### config.mk
export PLATFORM = sky130hd
export DESIGN_NAME = mvm_uart_sequencer_flat
export DESIGN_NICKNAME = d
export VERILOG_FILES = /design/src/rtl/mvm_uart_sequencer_if.sv /design/src/rtl/mvm_uart_sequencer.sv /design/src/flat_wrapper.sv
export SDC_FILE = /design/constraint.sdc
export NUM_CORES = 1
export LEC_CHECK = 0
export ABC_CLOCK_PERIOD_IN_PS = 2300
export BUFFER_PORTS_ARGS = -buffer_cell sky130_fd_sc_hd__buf_2
export CAP_MARGIN = 20
export CORE_ASPECT_RATIO = 0.7
export CORE_MARGIN = 2
export CORE_UTILIZATION = 40
export CTS_BUF_LIST = sky130_fd_sc_hd__clkbuf_8
export CTS_CLUSTER_SIZE = 20
export DETAILED_ROUTE_END_ITERATION = 7
export PLACE_DENSITY_LB_ADDON = 0.1
export SLEW_MARGIN = 20
export SYNTH_ARGS = -nofsm -noshare
export SYNTH_HDL_FRONTEND = slang
export SYNTH_SLANG_ARGS = --single-unit
### constraint.sdc
create_clock -name clk -period 2.3 [get_ports clk]
set_input_delay 0.23 -clock clk [delete_from_list [all_inputs] [get_ports clk]]
set_output_delay 0.23 -clock clk [all_outputs]
set_load 0.005 [all_outputs]
### src/rtl/mvm_uart_sequencer_if.sv
// mvm_uart_sequencer_if: UART byte, MVM K/x/y and status signals of the sequencer.
// Rev 1.0
`default_nettype none

interface mvm_uart_sequencer_if #(
  parameter int BITS_PER_WORD = 8,
  parameter int W_BUS_KX      = 24,
  parameter int W_Y_BUS       = 18
);
  logic                     s_rx_valid;
  logic [BITS_PER_WORD-1:0] s_rx_data;
  logic                     m_mvm_valid;
  logic                     m_mvm_ready;
  logic [W_BUS_KX-1:0]      m_mvm_kx;
  logic                     s_y_valid;
  logic                     s_y_ready;
  logic [W_Y_BUS-1:0]       s_y_data;
  logic                     m_tx_valid;
  logic                     m_tx_ready;
  logic [BITS_PER_WORD-1:0] m_tx_data;
  logic                     busy;
  logic                     overrun;
  logic                     frame_drop;

  // master is the sequencer's own view; slave is the surrounding system
  modport master (
    input  s_rx_valid, s_rx_data, m_mvm_ready, s_y_valid, s_y_data, m_tx_ready,
    output m_mvm_valid, m_mvm_kx, s_y_ready, m_tx_valid, m_tx_data, busy, overrun, frame_drop
  );
  modport slave (
    output s_rx_valid, s_rx_data, m_mvm_ready, s_y_valid, s_y_data, m_tx_ready,
    input  m_mvm_valid, m_mvm_kx, s_y_ready, m_tx_valid, m_tx_data, busy, overrun, frame_drop
  );
endinterface

`default_nettype wire

### src/rtl/mvm_uart_sequencer.sv
// mvm_uart_sequencer: assembles UART bytes into a K/x bus, issues it to the MVM, streams truncated y back.
// Rev 1.0
`default_nettype none

module mvm_uart_sequencer #(
  parameter int R              = 2,
  parameter int C              = 2,
  parameter int W_X            = 4,
  parameter int W_K            = 4,
  parameter int W_Y_OUT        = 8,
  parameter int BITS_PER_WORD  = 8,
  parameter int TIMEOUT_CYCLES = 500000
) (
  input  logic                 clk,
  input  logic                 rst,
  mvm_uart_sequencer_if.master bus
);
  localparam int W_Y        = W_X + W_K + $clog2(C);
  localparam int W_BUS_KX   = R*C*W_K + C*W_X;
  localparam int N_WORDS_KX = W_BUS_KX / BITS_PER_WORD;
  localparam int N_WORDS_Y  = R*W_Y_OUT / BITS_PER_WORD;
  localparam int CW         = $clog2(N_WORDS_KX + 1);
  localparam int TW         = $clog2(N_WORDS_Y + 1);
  localparam int TOW        = $clog2(TIMEOUT_CYCLES + 1);

  localparam logic [1:0] ST_RX    = 2'd0;
  localparam logic [1:0] ST_ISSUE = 2'd1;
  localparam logic [1:0] ST_WAIT  = 2'd2;
  localparam logic [1:0] ST_TX    = 2'd3;

  if (W_BUS_KX % BITS_PER_WORD != 0) begin : g_err_kx_width
    $error("W_BUS_KX must be a multiple of BITS_PER_WORD");
  end
  if ((R*W_Y_OUT) % BITS_PER_WORD != 0) begin : g_err_y_width
    $error("R*W_Y_OUT must be a multiple of BITS_PER_WORD");
  end

  logic [1:0]               state;
  logic [CW-1:0]            cnt;
  logic [TOW-1:0]           idle_cnt;
  logic [W_BUS_KX-1:0]      kx;
  logic [R*W_Y_OUT-1:0]     tx_buf;
  logic [TW-1:0]            tx_idx;
  logic                     overrun_q;
  logic                     drop_q;
  logic [BITS_PER_WORD-1:0] tx_word;

  always_comb begin
    tx_word = '0;
    for (int i = 0; i < N_WORDS_Y; i++) begin
      if (tx_idx == TW'(i)) tx_word = tx_buf[i*BITS_PER_WORD +: BITS_PER_WORD];
    end
  end

  assign bus.m_mvm_valid = (state == ST_ISSUE);
  assign bus.m_mvm_kx    = kx;
  assign bus.s_y_ready   = (state == ST_WAIT);
  assign bus.m_tx_valid  = (state == ST_TX);
  assign bus.m_tx_data   = (state == ST_TX) ? tx_word : '0;
  assign bus.busy        = (state != ST_RX);
  assign bus.overrun     = overrun_q;
  assign bus.frame_drop  = drop_q;

  always_ff @(posedge clk or posedge rst) begin
    if (rst) begin
      state     <= ST_RX;
      cnt       <= '0;
      idle_cnt  <= '0;
      kx        <= '0;
      tx_buf    <= '0;
      tx_idx    <= '0;
      overrun_q <= 1'b0;
      drop_q    <= 1'b0;
    end else begin
      drop_q <= 1'b0;
      if (bus.s_rx_valid && state != ST_RX) overrun_q <= 1'b1;
      case (state)
        ST_RX: begin
          // a strobe always beats a coincident timeout
          if (bus.s_rx_valid) begin
            for (int i = 0; i < N_WORDS_KX; i++) begin
              if (cnt == CW'(i)) kx[i*BITS_PER_WORD +: BITS_PER_WORD] <= bus.s_rx_data;
            end
            idle_cnt <= '0;
            if (cnt == CW'(N_WORDS_KX - 1)) begin
              cnt   <= '0;
              state <= ST_ISSUE;
            end else begin
              cnt <= cnt + 1'b1;
            end
          end else if (cnt != '0) begin
            if (idle_cnt == TOW'(TIMEOUT_CYCLES - 1)) begin
              cnt      <= '0;
              idle_cnt <= '0;
              drop_q   <= 1'b1;
            end else begin
              idle_cnt <= idle_cnt + 1'b1;
            end
          end
        end
        ST_ISSUE: begin
          if (bus.m_mvm_ready) state <= ST_WAIT;
        end
        ST_WAIT: begin
          if (bus.s_y_valid) begin
            for (int r = 0; r < R; r++) begin
              tx_buf[r*W_Y_OUT +: W_Y_OUT] <= bus.s_y_data[r*W_Y +: W_Y_OUT];
            end
            tx_idx <= '0;
            state  <= ST_TX;
          end
        end
        ST_TX: begin
          if (bus.m_tx_ready) begin
            if (tx_idx == TW'(N_WORDS_Y - 1)) begin
              tx_idx <= '0;
              cnt    <= '0;
              state  <= ST_RX;
            end else begin
              tx_idx <= tx_idx + 1'b1;
            end
          end
        end
        default: state <= ST_RX;
      endcase
    end
  end
endmodule

`default_nettype wire

### src/flat_wrapper.sv
// flat-port wrapper written by rule: the top's interface ports become plain ports
module mvm_uart_sequencer_flat 
#(
  parameter int R              = 2,
  parameter int C              = 2,
  parameter int W_X            = 4,
  parameter int W_K            = 4,
  parameter int W_Y_OUT        = 8,
  parameter int BITS_PER_WORD  = 8,
  parameter int TIMEOUT_CYCLES = 500000
)
  (clk, rst, bus_s_rx_valid, bus_s_rx_data, bus_m_mvm_ready, bus_s_y_valid, bus_s_y_data, bus_m_tx_ready, bus_m_mvm_valid, bus_m_mvm_kx, bus_s_y_ready, bus_m_tx_valid, bus_m_tx_data, bus_busy, bus_overrun, bus_frame_drop);
  mvm_uart_sequencer_if #(.BITS_PER_WORD(BITS_PER_WORD), .W_BUS_KX(24), .W_Y_BUS(18)) bus_i ();
  input  logic clk;
  input  logic rst;
  input wire logic [$bits(bus_i.s_rx_valid)-1:0] bus_s_rx_valid;
  input wire logic [$bits(bus_i.s_rx_data)-1:0] bus_s_rx_data;
  input wire logic [$bits(bus_i.m_mvm_ready)-1:0] bus_m_mvm_ready;
  input wire logic [$bits(bus_i.s_y_valid)-1:0] bus_s_y_valid;
  input wire logic [$bits(bus_i.s_y_data)-1:0] bus_s_y_data;
  input wire logic [$bits(bus_i.m_tx_ready)-1:0] bus_m_tx_ready;
  output wire logic [$bits(bus_i.m_mvm_valid)-1:0] bus_m_mvm_valid;
  output wire logic [$bits(bus_i.m_mvm_kx)-1:0] bus_m_mvm_kx;
  output wire logic [$bits(bus_i.s_y_ready)-1:0] bus_s_y_ready;
  output wire logic [$bits(bus_i.m_tx_valid)-1:0] bus_m_tx_valid;
  output wire logic [$bits(bus_i.m_tx_data)-1:0] bus_m_tx_data;
  output wire logic [$bits(bus_i.busy)-1:0] bus_busy;
  output wire logic [$bits(bus_i.overrun)-1:0] bus_overrun;
  output wire logic [$bits(bus_i.frame_drop)-1:0] bus_frame_drop;
  assign bus_i.s_rx_valid = bus_s_rx_valid;
  assign bus_i.s_rx_data = bus_s_rx_data;
  assign bus_i.m_mvm_ready = bus_m_mvm_ready;
  assign bus_i.s_y_valid = bus_s_y_valid;
  assign bus_i.s_y_data = bus_s_y_data;
  assign bus_i.m_tx_ready = bus_m_tx_ready;
  assign bus_m_mvm_valid = bus_i.m_mvm_valid;
  assign bus_m_mvm_kx = bus_i.m_mvm_kx;
  assign bus_s_y_ready = bus_i.s_y_ready;
  assign bus_m_tx_valid = bus_i.m_tx_valid;
  assign bus_m_tx_data = bus_i.m_tx_data;
  assign bus_busy = bus_i.busy;
  assign bus_overrun = bus_i.overrun;
  assign bus_frame_drop = bus_i.frame_drop;
  mvm_uart_sequencer #(.R(R), .C(C), .W_X(W_X), .W_K(W_K), .W_Y_OUT(W_Y_OUT), .BITS_PER_WORD(BITS_PER_WORD), .TIMEOUT_CYCLES(TIMEOUT_CYCLES)) u_core (.clk(clk), .rst(rst), .bus(bus_i));
endmodule
==> flow_metrics.py <==
metrics = {
    "place": {
        "gp_congestion": 0.747,
        "dp.cells": 422,
        "io_buffers": 67,
        "dp_hpwl_um": 4570,
    },
    "clock_tree": {
        "cts_root_buf": "clkbuf_8",
        "clock_path_buffers": 2,
        "clock_latency_ns": 0.33,
        "htree_num_levels": 3,
        "cts_tree": "built",
        "cts_sinks": 67,
        "post-cts-setup-buffer-count": 0,
        "hold_buffers": 1,
        "cts_resized": 0,
        "cts_made_buffers": 9,
        "path_clk_slew_ns": 0.08,
    },
    "power": {
        "p_leak_nw": 1.77,
        "switching_share_pct": 32.3,
        "ir_drop_mv": 0.496,
        "p_per_area_nw_per_um2": 1160,
        "netSwitchingPower_mw": 1.43,
        "sequentialPowerShare_pct": 40.9,
        "pwr-share-clk_pct": 23.0,
        "intPower_mw": 3.00,
        "pwr-share-comb_pct": 36.1,
    },
    "floorplanning": {
        "pin_count": 70,
        "dieArea_um2": 8560,
        "die_w_um": 110,
        "start_util_pct": 42.0,
        "fp.dieH_um": 78.0,
        "rows": 26,
        "core_area_um2": 7450,
    },
    "drt": {
        "wirelength_um": 6530,
        "drc": 0,
        "first_iter_violations": 76,
        "vias": 2262,
        "drt-pass1-iter-count": 4,
        "ant_nets": 0,
        "vias_per_cell": 5.15,
        "routedWlPerCell_um": 14.9,
    },
    "finish": {
        "nets": 373,
        "drive_above_1_share_pct": 40.2,
        "regArea_um2": 1680,
        "fin_util_pct": 51.4,
        "multi_input_area_um2": 1350,
        "n_antenna_cell": 0,
        "synthToLayoutAreaGrowth_pct": 22.2,
        "stdcell_count": 439,
        "num-fill-cells": 703,
    },
    "setup_path": {
        "crit_required_ns": 2.55,
        "startpoint_type": "flip-flop",
        "slowest_delay_ns": 0.55,
        "crit_family": "simple AND/OR/NAND/NOR gates",
        "cp_max_fo": 9,
        "arrival_ns": 2.42,
        "crit_chain": "inv_1 > ha_1 > o31ai_4 > or3_1 > or4_1 > a22oi_1",
        "setup.worst_path.class": "reg -> reg",
        "critPathSlowestCell": "or4_1",
        "worstSetupEndpointType": "flip-flop",
        "critical_path_buf_inv_count": 1,
    },
    "global_routing": {
        "antenna_found_initial": 0,
        "grt_max_degree": 42,
        "grt_pass1_wl_um": 11100,
        "grt_pass1_vias": 2304,
        "grt_overflow": 0,
        "grt_util_all_layers_pct": 16.7,
    },
    "logic_synthesis": {
        "synth-main-ff-cell": "dfrtp_1",
        "synth.avg_cell_area_um2": 12.1,
        "synth_nets": 296,
        "ys_async_sr_fraction_pct": 100,
        "synth_seq_cells": 67,
        "yosys_warnings": 0,
        "postSynthCellCount": 259,
        "ys_seq_area_share_pct": 53.6,
        "synth_area_um2": 3130,
        "synth_edf_count": 0,
        "synthDistinctLibCells": 41,
    },
    "sta": {
        "finalSetupViolCount": 0,
        "maxSlewHeadroom_pct": 60.9,
        "hold_viol": 0,
        "worst_pin_slew_ns": 0.586,
        "period_needed_ns": 2.17,
        "min_period_over_period_pct": 94.3,
        "finClkSkew_ns": 0.0113,
        "drv_slew": 0,
        "fin_tns_setup_ns": 0,
        "fmax_mhz": 461,
        "rsz0062_at_grt": "false",
    },
    "worst_hold_path": {
        "min-delay-path-class": "in -> reg",
    },
    "run_status": {
        "status": "finished clean",
    },
    "job": {
        "maxCapViolCount": 0,
    },
}
## logic make-up (layout without fill, tap and decap cells)
logic type	after synthesis	after routing	synth area share, %
DFF	67	67	53.6
and+or+nand+nor	64	64	11.2
AOI/OAI and AO/OA	43	43	9.55
buffers and inverters	20	102	3.28
adders and majority gates	5	5	2.00
muxes	51	51	17.9
xor gates and xnor gates	9	9	2.52
## sequential cells by signal (all words and copies together) (netlist names)
register               cells
u_core.bus.frame_drop      1
u_core.bus.m_mvm_kx       24
u_core.tx_idx              2
u_core.bus.overrun         1
u_core.state               2
u_core.idle_cnt           19
u_core.tx_buf             16
u_core.cnt                 2
## Yosys cell counts, types with 2 or more instances
library cell,count,area share (%)
and4_1,3,0.84
buf_4,3,0.72
o31ai_1,4,0.96
or3_1,4,0.80
o21ai_0,9,1.4
mux2_2,41,15
buf_6,2,0.72
mux2i_1,10,3.2
nand2b_1,3,0.60
or4_1,3,0.72
xor2_1,5,1.4
nand2_1,13,1.6
o31a_1,3,0.84
inv_1,8,0.96
nor4_1,3,0.60
nand4_1,7,1.4
a2bb2oi_1,3,0.84
nand3_1,5,0.80
nor2_1,14,1.7
dfrtp_1,67,54
nor4b_1,4,1.1
ha_1,5,2.0
a21oi_1,10,1.6
nor3_1,2,0.32
xnor2_1,4,1.1
a22oi_1,5,1.2
clkbuf_1,5,0.60
## final cells by class
class | count | share of cell area (%)
clock buffer | 11 | 3.96
clock inverter | 5 | 1.60
multi-input combinational | 172 | 35.3
sequential | 67 | 43.8
inverter | 8 | 0.785
tap | 98 | 3.20
timing repair buffer | 78 | 11.3
## worst register-to-register path, delay by kind of cell (launching register included)
kind | cells | cell delay, ns
AND/OR/NAND/NOR | 2 | 1.07
flip-flops | 1 | 0.40
AO/OA/AOI/OAI | 2 | 0.28
adder cells (fa/ha/maj) | 1 | 0.23
buffers and inverters | 1 | 0.11
## power groups by stage
stage	registers (mW)	logic, mW	clock network (mW)
6_report	1.82	1.60	1.02
5_1_grt	1.87	1.80	1.11
4_1_cts	1.82	1.63	1.05
3_5_place_dp	1.84	1.62	0
3_3_place_gp	1.82	1.60	0
2_1_floorplan	1.82	1.05	0
## worst paths after layout
path                            slack [ns]  cells after the start                from                   to
worst max-delay path                  0.13                      6     u_core.state[0]  u_core.idle_cnt[13]
worst max register to register        0.13                      6     u_core.state[0]  u_core.idle_cnt[13]
worst min register to register        0.46                      1  u_core.bus.overrun   u_core.bus.overrun
max in group asynchronous             1.15                      4                 rst     u_core.tx_buf[6]
worst min-delay path                  0.13                      2     bus_s_y_data[2]     u_core.tx_buf[2]
min in group asynchronous             0.50                      3                 rst     u_core.tx_buf[0]
## layout by cell type (no fill, tap or decap), drive strengths merged, types with 7 or more instances in the layout
master / n
inv: 8
nand4: 7
nor2: 14
buf: 77
o21ai: 9
a21oi: 10
nand2: 13
clkbuf: 11
dfrtp: 67
mux2i: 10
mux2: 41
## through the flow
step / worst slack, ns / power (mW) / hold slack, ns / area (um^2)
after detailed placement: 0.147 / 3.46 / 0.328 / 3600
final: 0.131 / 4.44 / 0.126 / 3830
after global routing: 0.00638 / 4.78 / 0.105 / 3830
after CTS: 0.125 / 4.50 / 0.107 / 3830
after global placement: 0.200 / 3.43 / 0.329 / 3600
after floorplan: 0.257 / 2.87 / 0.381 / 3130
## per-layer routing
| metal | share of wire [%] | wire [um] | GRT usage, % | vias to the layer above |
|---|---|---|---|---|
| met5 | 0 | 0 | 0 | - |
| met3 | 6.5 | 424 | 7.14 | 6 |
| met2 | 41 | 2690 | 23.3 | 50 |
| met4 | 0.66 | 43 | 4.18 | 0 |
| met1 | 52 | 3380 | 23.9 | 1103 |
| li1 | - | - | - | 1103 |
Power figures use the tool's default switching activity.
